$ cat src/rtl/muldiv_sequencer_if.sv
// muldiv_sequencer_if: request/result bundle between the EX-stage hazard logic and the mul/div sequencer
interface muldiv_sequencer_if #(parameter int WIDTH = 32);
  logic             start;
  logic             op;
  logic [WIDTH-1:0] rs_val;
  logic [WIDTH-1:0] rt_val;
  logic             busy;
  logic             done;
  logic [WIDTH-1:0] hi;
  logic [WIDTH-1:0] lo;
  logic             div_zero;
  modport master (output start, op, rs_val, rt_val, input busy, done, hi, lo, div_zero);
  modport slave  (input start, op, rs_val, rt_val, output busy, done, hi, lo, div_zero);
endinterface

$ cat src/rtl/muldiv_sequencer.sv
// muldiv_sequencer: 32-cycle unsigned MULTU/DIVU controller time-sharing the EX-stage ALU
module muldiv_sequencer #(
  parameter int WIDTH = 32
) (
  input  logic               clk,
  input  logic               rst,
  muldiv_sequencer_if.slave  bus,
  output logic [WIDTH-1:0]   alu_a,
  output logic [WIDTH-1:0]   alu_b,
  output logic [3:0]         alu_ctrl,
  input  logic [WIDTH-1:0]   alu_out
);
  localparam logic [3:0] ALU_ADD = 4'b1000;
  localparam logic [3:0] ALU_SUB = 4'b1001;
  typedef enum logic [1:0] {IDLE, RUN, DONE} state_t;
  state_t           state, state_n;
  logic [4:0]       cnt;
  logic [WIDTH-1:0] hi, lo, m, r;
  logic             op_r, div_zero, run, zero, c, ge;
  assign bus.busy     = run;
  assign bus.done     = state == DONE;
  assign bus.hi       = hi;
  assign bus.lo       = lo;
  assign bus.div_zero = div_zero;
  // state register
  always_ff @(posedge clk) begin
    if (rst) state <= IDLE;
    else     state <= state_n;
  end
  // next state, ALU drive and the carry/compare bits recovered from the 32-bit ALU result
  always_comb begin
    run      = state == RUN;
    zero     = bus.op && bus.rt_val == '0;
    r        = {hi[WIDTH-2:0], lo[WIDTH-1]};
    state_n  = state == IDLE ? (bus.start ? (zero ? DONE : RUN) : IDLE)
             : state == RUN  ? (cnt == 5'd31 ? DONE : RUN) : IDLE;
    alu_a    = run ? (op_r ? r : hi) : '0;
    alu_b    = run ? m : '0;
    alu_ctrl = run && op_r ? ALU_SUB : ALU_ADD;
    c        = (hi[WIDTH-1] & m[WIDTH-1]) | ((hi[WIDTH-1] | m[WIDTH-1]) & ~alu_out[WIDTH-1]);
    ge       = hi[WIDTH-1] | (r[WIDTH-1] & ~m[WIDTH-1]) | (~(r[WIDTH-1] ^ m[WIDTH-1]) & ~alu_out[WIDTH-1]);
  end
  // operand latch on accept, then one shift-add or restoring-subtract step per RUN cycle
  always_ff @(posedge clk) begin
    if (rst) begin
      hi       <= '0;
      lo       <= '0;
      m        <= '0;
      op_r     <= 1'b0;
      cnt      <= '0;
      div_zero <= 1'b0;
    end else if (state == IDLE && bus.start) begin
      hi       <= zero ? bus.rs_val : '0;
      lo       <= zero ? '1 : bus.op ? bus.rs_val : bus.rt_val;
      m        <= bus.op ? bus.rt_val : bus.rs_val;
      op_r     <= bus.op;
      cnt      <= '0;
      div_zero <= zero;
    end else if (run) begin
      cnt      <= cnt + 5'd1;
      {hi, lo} <= op_r ? {ge ? alu_out : r, lo[WIDTH-2:0], ge}
                       : {lo[0] ? {c, alu_out} : {1'b0, hi}, lo[WIDTH-1:1]};
    end
  end
endmodule

$ cat src/flat_wrapper.sv
// flat-port wrapper written by rule: the top's interface ports become plain ports
module muldiv_sequencer_flat 
#(
  parameter int WIDTH = 32
)
  (clk, rst, alu_a, alu_b, alu_ctrl, alu_out, bus_start, bus_op, bus_rs_val, bus_rt_val, bus_busy, bus_done, bus_hi, bus_lo, bus_div_zero);
  muldiv_sequencer_if #(.WIDTH(WIDTH)) bus_i ();
  input  logic clk;
  input  logic rst;
  output logic [WIDTH-1:0] alu_a;
  output logic [WIDTH-1:0] alu_b;
  output logic [3:0] alu_ctrl;
  input  logic [WIDTH-1:0] alu_out;
  input wire logic [$bits(bus_i.start)-1:0] bus_start;
  input wire logic [$bits(bus_i.op)-1:0] bus_op;
  input wire logic [$bits(bus_i.rs_val)-1:0] bus_rs_val;
  input wire logic [$bits(bus_i.rt_val)-1:0] bus_rt_val;
  output wire logic [$bits(bus_i.busy)-1:0] bus_busy;
  output wire logic [$bits(bus_i.done)-1:0] bus_done;
  output wire logic [$bits(bus_i.hi)-1:0] bus_hi;
  output wire logic [$bits(bus_i.lo)-1:0] bus_lo;
  output wire logic [$bits(bus_i.div_zero)-1:0] bus_div_zero;
  assign bus_i.start = bus_start;
  assign bus_i.op = bus_op;
  assign bus_i.rs_val = bus_rs_val;
  assign bus_i.rt_val = bus_rt_val;
  assign bus_busy = bus_i.busy;
  assign bus_done = bus_i.done;
  assign bus_hi = bus_i.hi;
  assign bus_lo = bus_i.lo;
  assign bus_div_zero = bus_i.div_zero;
  muldiv_sequencer #(.WIDTH(WIDTH)) u_core (.clk(clk), .rst(rst), .bus(bus_i), .alu_a(alu_a), .alu_b(alu_b), .alu_ctrl(alu_ctrl), .alu_out(alu_out));
endmodule
$ cat config.mk
export PLATFORM = sky130hd
export DESIGN_NAME = muldiv_sequencer_flat
export DESIGN_NICKNAME = d
export VERILOG_FILES = /design/src/rtl/muldiv_sequencer_if.sv /design/src/rtl/muldiv_sequencer.sv /design/src/flat_wrapper.sv
export SDC_FILE = /design/constraint.sdc
export NUM_CORES = 1
export LEC_CHECK = 0
export CAP_MARGIN = 15
export CORE_ASPECT_RATIO = 1.75
export CORE_MARGIN = 4
export CORE_UTILIZATION = 50
export CTS_CLUSTER_DIAMETER = 200
export DETAILED_ROUTE_END_ITERATION = 6
export PLACE_DENSITY = 0.88
export SKIP_CTS_REPAIR_TIMING = 1
export SLEW_MARGIN = 25
export SYNTH_ARGS = -nofsm -noshare
export SYNTH_HDL_FRONTEND = slang
export SYNTH_SLANG_ARGS = --single-unit
export TNS_END_PERCENT = 30
$ cat constraint.sdc
create_clock -name clk -period 5.8 [get_ports clk]
set_input_delay 1.16 -clock clk [delete_from_list [all_inputs] [get_ports clk]]
set_output_delay 1.16 -clock clk [all_outputs]
set_load 0.005 [all_outputs]
==> results of run 1 <==
-- metal layers --
layer	vias to the layer above	share of wire	global-route usage
li1	3310	-	-
met3	74	0.063	0.0408
met1	3376	0.37	0.339
met4	0	0.049	0.169
met5	-	0	0
met2	328	0.52	0.514
-- power by group --
| group | internal [uW] | switching [uW] | total, uW |
|---|---|---|---|
| combinational | 369 | 328 | 697 |
| sequential | 795 | 94.4 | 889 |
| clock | 309 | 292 | 601 |
-- Yosys cell counts, types with 3 or more instances --
library cell  instances
mux2i_1             154
dfxtp_1             105
nor2_1               73
a21oi_1              62
clkbuf_1             55
a211oi_1             35
o21ai_0              35
nand4_1              34
and2_1               31
o221ai_1             30
mux2_2               28
a221oi_2             19
nand2_1              16
buf_2                15
nand3_1              13
buf_1                 8
a31o_2                7
a21o_1                6
a221oi_1              6
inv_1                 5
nor4_1                5
buf_4                 3
ha_1                  3
nor2b_1               3
-- worst max-delay path, cell delays in order (launching register included) --
cell and delay [ns]:
dfxtp_1 0.45, nand2b_2 0.17, clkinv_1 0.65, and2_1 0.45, clkdlybuf4s50_1 0.47
-- cell families after synthesis --
logic type	Yosys count
compound gates	206
simple gates	192
mux	182
flops	105
buf+inv	90
fa+ha+maj	4
xor+xnor	3
other cells	2
-- registers in the layout, summed over array words and instances, names as in the netlist --
signal               count
u_core.state             2
u_core.cnt               5
u_core.bus.hi           32
u_core.op_r              1
u_core.m                32
u_core.bus.div_zero      1
u_core.bus.lo           32
-- through the flow --
| stage | area (sq um) | setup WS (ns) | hold WS [ns] | utilization | power [uW] |
|---|---|---|---|---|---|
| after floorplan | 6940 | 3.08 | 0.441 | - | 1250 |
| after global placement | 9240 | 2.15 | 0.447 | 0.683 | 1580 |
| after detailed placement | 9240 | 2.13 | 0.454 | 0.683 | 1590 |
| after CTS | 9520 | 1.76 | 0.463 | 0.704 | 2190 |
| after global routing | 9550 | 1.88 | 0.504 | 0.706 | 2280 |
| final | 9550 | 2.09 | 0.466 | 0.707 | 2190 |
-- area by class of cell --
type                    count  area (sq um)  area share
inverters                   7          26.3     0.00275
repair buffers            246          2430       0.254
clock buffers              10           239      0.0250
well taps                 174           218      0.0228
clock inverters             6          48.8     0.00511
multi-input cells         590          4480       0.468
flip-flops and latches    105          2110       0.221
diodes                      4          10.0     0.00105
-- worst max-delay path by stage --
stage,to,cells after the start
final,alu_b[28],4
after global routing,alu_b[26],4
after CTS,alu_ctrl[0],3
after detailed placement,alu_ctrl[0],3
after global placement,u_core.state[0],7
after floorplan,alu_a[0],5
==> metrics.txt, run 1 <==
status completed; max-slew violations 0; IO buf count 231; Required @ worst endpoint 4.64 ns; fmax 0.270 GHz; Setup CP Type reg -> out; cell depth of the worst hold path 2; mux share of post-synthesis cell area 0.268; CTS Buf Count 9; average size of a mapped cell 8.85 sq um; WP data arrival 2.55 ns; 1st-iter DRT viols 419; pin count of the biggest net entering global routing 76; Critical Path Start u_core.state[1]; R2R Path End u_core.bus.hi[8]; Core Region between 10000 and 15000 sq um; Warnings, synthesis 0; flops & latches, synth 105; commonest non-fill, non-tap cell in the layout clkdlybuf4s50_1; ys async rst share 0; clk root buf clkbuf_16; drt pass-1 iters 5; Worst Hold Class reg -> reg; Layout fillers between 1k and 1.5k; Net count, final 1062; Die W 97.0 um; Tot GR Track Use 0.293; post-synth top area cell dfxtp_1; post-synthesis simple-gate area fraction 0.145; Final Setup Violations 0; die footprint between 15000 and 20000 sq um; DR DRC count 0; vias in the first global route 7069; GRT overflow 0; Top Ports 235; Cell Area, Synth about 7000 sq um; Distinct cells, synth 48; synthesis-to-finish area growth 37.7%; die height 164 um; vias per cell approximately 6.2; initial antenna violation count 2; GPL Wtd Cong 0.906; top_reg_cell synth dfxtp_1; layout cell share with drive strength beyond 1 0.106; worst-case vdd ir drop 0.000144 V; post-layout min period 3.71 ns; Skew-Pair Late Insertion Delay 0.35 ns; RSZ-0062 raised after global routing no; post-route clock skew just under 0.007 ns; DP Cell Count about 1.1k; max cap viols 0; Setup crit end kind primary output; Worst-path clk slew 0.07 ns; top-area cell type share of the netlist area 0.303; EDFF count, synth 0; drt wl/cell 21.4 um; Worst Hold End u_core.cnt[4]; Final ANT Viol Nets 0; max_slew headroom 0.298; Cells after Synth a little under 800; clock buffer depth 2; total negative slack 0 ns; largest family of logic cells by synthesized area multiplexers; Placement Rows 56; Post-Layout Cell Count 1142; first-pass GRT wire length 37.8 mm; Worst-Margin Slew 1.05 ns; compound-gate portion of the synthesized area 0.218; crit-path max FO 37; routed wire length 24.4 mm; worst reg2reg path startpoint u_core.m[31]; Area contributors post-synth dfxtp_1 30%, mux2i_1 22%, mux2_2 4.5%; CTS tree done; post-synthesis sequential area ratio 0.303; element type at the critical path start flip-flop; P_leak about 0.0035 uW; Post-Synth Adder-Cell Area 0.00685; clk sinks 105; r2r worst-path depth 7; P per Cell Area 229 nW/um^2; commonest cells after routing, fill and taps aside 229 x clkdlybuf4s50_1, 154 x mux2i_1, 103 x dfxtp_1; Starting Density 0.513; Tcrit/Tclk final 0.639; via count 7088; HP Start u_core.cnt[4]; Final Hold Fails 0; HPWL Detailed 17.8 mm; H-tree Lvls 3; Worst R2R Setup Slack between 3 and 4 ns; Synth Area in XOR/XNOR 0.00379
Power figures use the tool's default switching activity.
==> inputs of run 2 (changes only) <==
- CORE_UTILIZATION: 50 -> 47
- PLACE_DENSITY: 0.88 -> 0.83
- clock period: 5.8 -> 3.8 ns (I/O delays scaled with it)
==> metrics.txt, run 2 (synthesis results as in run 1) <==
Top Registers u_core.bus.hi x32, u_core.bus.lo x32, u_core.m x32; Worst-Margin Slew 0.991 ns (-0.0618 ns); HP Start u_core.cnt[4]; Worst R2R Setup Slack 1.19 ns (-1.98 ns); register area 2110 sq um (unchanged); drt pass-1 iters 5 (unchanged); Setup CP Type reg -> out; drt wl/cell 21.3 um (-0.43%); Hold WS 0.463 ns (-0.00295 ns); IO buf count 231 (unchanged); Util after Layout 0.662 (-0.0442); Tcrit/Tclk final 0.853; GPL Wtd Cong 0.849 (-6.3%); worst-case vdd ir drop 0.000292 V (+100%); Net count, final 1067 (+0.47%); max_slew headroom 0.339 (+0.0405); Core Region 14400 sq um (+6.8%); worst reg2reg path startpoint u_core.bus.hi[30]; layout cell share with drive strength beyond 1 0.108 (+0.00255); Worst Hold Class reg -> reg; crit-path max FO 37 (unchanged); status completed; Final Hold Fails 0 (unchanged); Starting Density 0.480 (-0.0326); die height 169 um (+3.0%); Placement Cell Area 9290 sq um (+0.57%); total negative slack 0 ns (unchanged); DP Cell Count 1133 (+1.1%); Placement Rows 58 (+3.6%); fmax 0.308 GHz; HPWL Detailed 18.1 mm (+1.7%); RSZ-0062 raised after global routing no; vias in the first global route 7134 (+0.92%); Skew-Pair Late Insertion Delay 0.35 ns (about the same); via count 7083 (-0.071%); routed wire length 24.6 mm (+0.53%); P per Cell Area 345 nW/um^2 (+51%); clk sinks 105 (unchanged); Final Setup Violations 0 (unchanged); Post-Layout Cell Count 1153 (+0.96%); post-route clock skew 0.0120 ns (+0.00526 ns); max cap viols 0 (unchanged); 1st-iter DRT viols 368 (-12%); Top Ports 235 (unchanged); DR DRC count 0 (unchanged); die footprint 16800 sq um (+6.0%); CTS tree done; element type at the critical path start flip-flop; post-layout min period 3.24 ns; Final ANT Viol Nets 0 (unchanged); Critical Path Start u_core.state[1]; Setup crit end kind primary output; H-tree Lvls 3 (unchanged); Worst-path clk slew 0.07 ns (about the same); first-pass GRT wire length 37.9 mm (+0.22%); initial antenna violation count 4 (+2); Die W 99.8 um (+2.9%); pin count of the biggest net entering global routing 68 (-11%); cell depth of the worst hold path 2 (unchanged); area of the multi-input gates 4480 sq um (unchanged); R2R Path End u_core.bus.hi[3]; clk root buf clkbuf_16; vias per cell 6.14 (-1.0%); Tot GR Track Use 0.282 (-0.0110); GRT overflow 0 (unchanged); commonest non-fill, non-tap cell in the layout clkdlybuf4s50_1; CTS Buf Count 9 (unchanged); Worst Hold End u_core.cnt[4]; Required @ worst endpoint 3.04 ns (-1.60 ns); max-slew violations 0 (unchanged); WP data arrival 2.48 ns (-0.07 ns); Layout fillers 1211 (+12%); P_leak 0.00350 uW (about the same); synthesis-to-finish area growth 37.9%; r2r worst-path depth 6 (-1); clock buffer depth 2 (unchanged); fin area 9560 sq um (+0.10%); commonest cells after routing, fill and taps aside 229 x clkdlybuf4s50_1, 154 x mux2i_1, 103 x dfxtp_1
## run 2: layout make-up
type | instances | area share
inverters | 7 | 0.00275
clock buffers | 11 | 0.0243
diodes | 4 | 0.00105
clock inverters | 5 | 0.00340
repair buffers | 251 | 0.257
well taps | 180 | 0.0235
flip-flops and latches | 105 | 0.220
multi-input cells | 590 | 0.468
## run 2: worst max-delay path, cell delays in order, from the launching register on
cell	delay (ns)
dfxtp_1	0.46
nand2b_2	0.18
clkinv_1	0.61
and2_1	0.44
clkdlybuf4s50_1	0.45
## run 2: how the worst max path moves through the flow
stage                             end  depth (start not counted)
global route                alu_b[22]                          4
finish                       alu_b[7]                          4
CTS                          alu_b[7]                          4
global placement    u_core.bus.lo[15]                          7
floorplan                    alu_a[0]                          5
detailed placement   u_core.bus.hi[3]                          6
## run 2: report_power, final
group          switching, uW  total [uW]  internal (uW)
combinational            507        1070            565
clock                    436         880            444
sequential               134        1350           1210
total                   1080        3300           2220
## run 2: routing by layer
layer,GRT usage,share of wire,vias to the layer above
li1,-,-,3331
met1,0.327,0.38,3373
met2,0.495,0.52,307
met3,0.0367,0.053,72
met4,0.149,0.049,0
met5,0,0,-
## run 2: metrics by stage
stage	total power [uW]	setup WS, ns
final	3300	0.557
after CTS	3300	0.463
after global routing	3440	0.221
after global placement	2420	0.837
after floorplan	1910	1.48
after detailed placement	2430	0.788
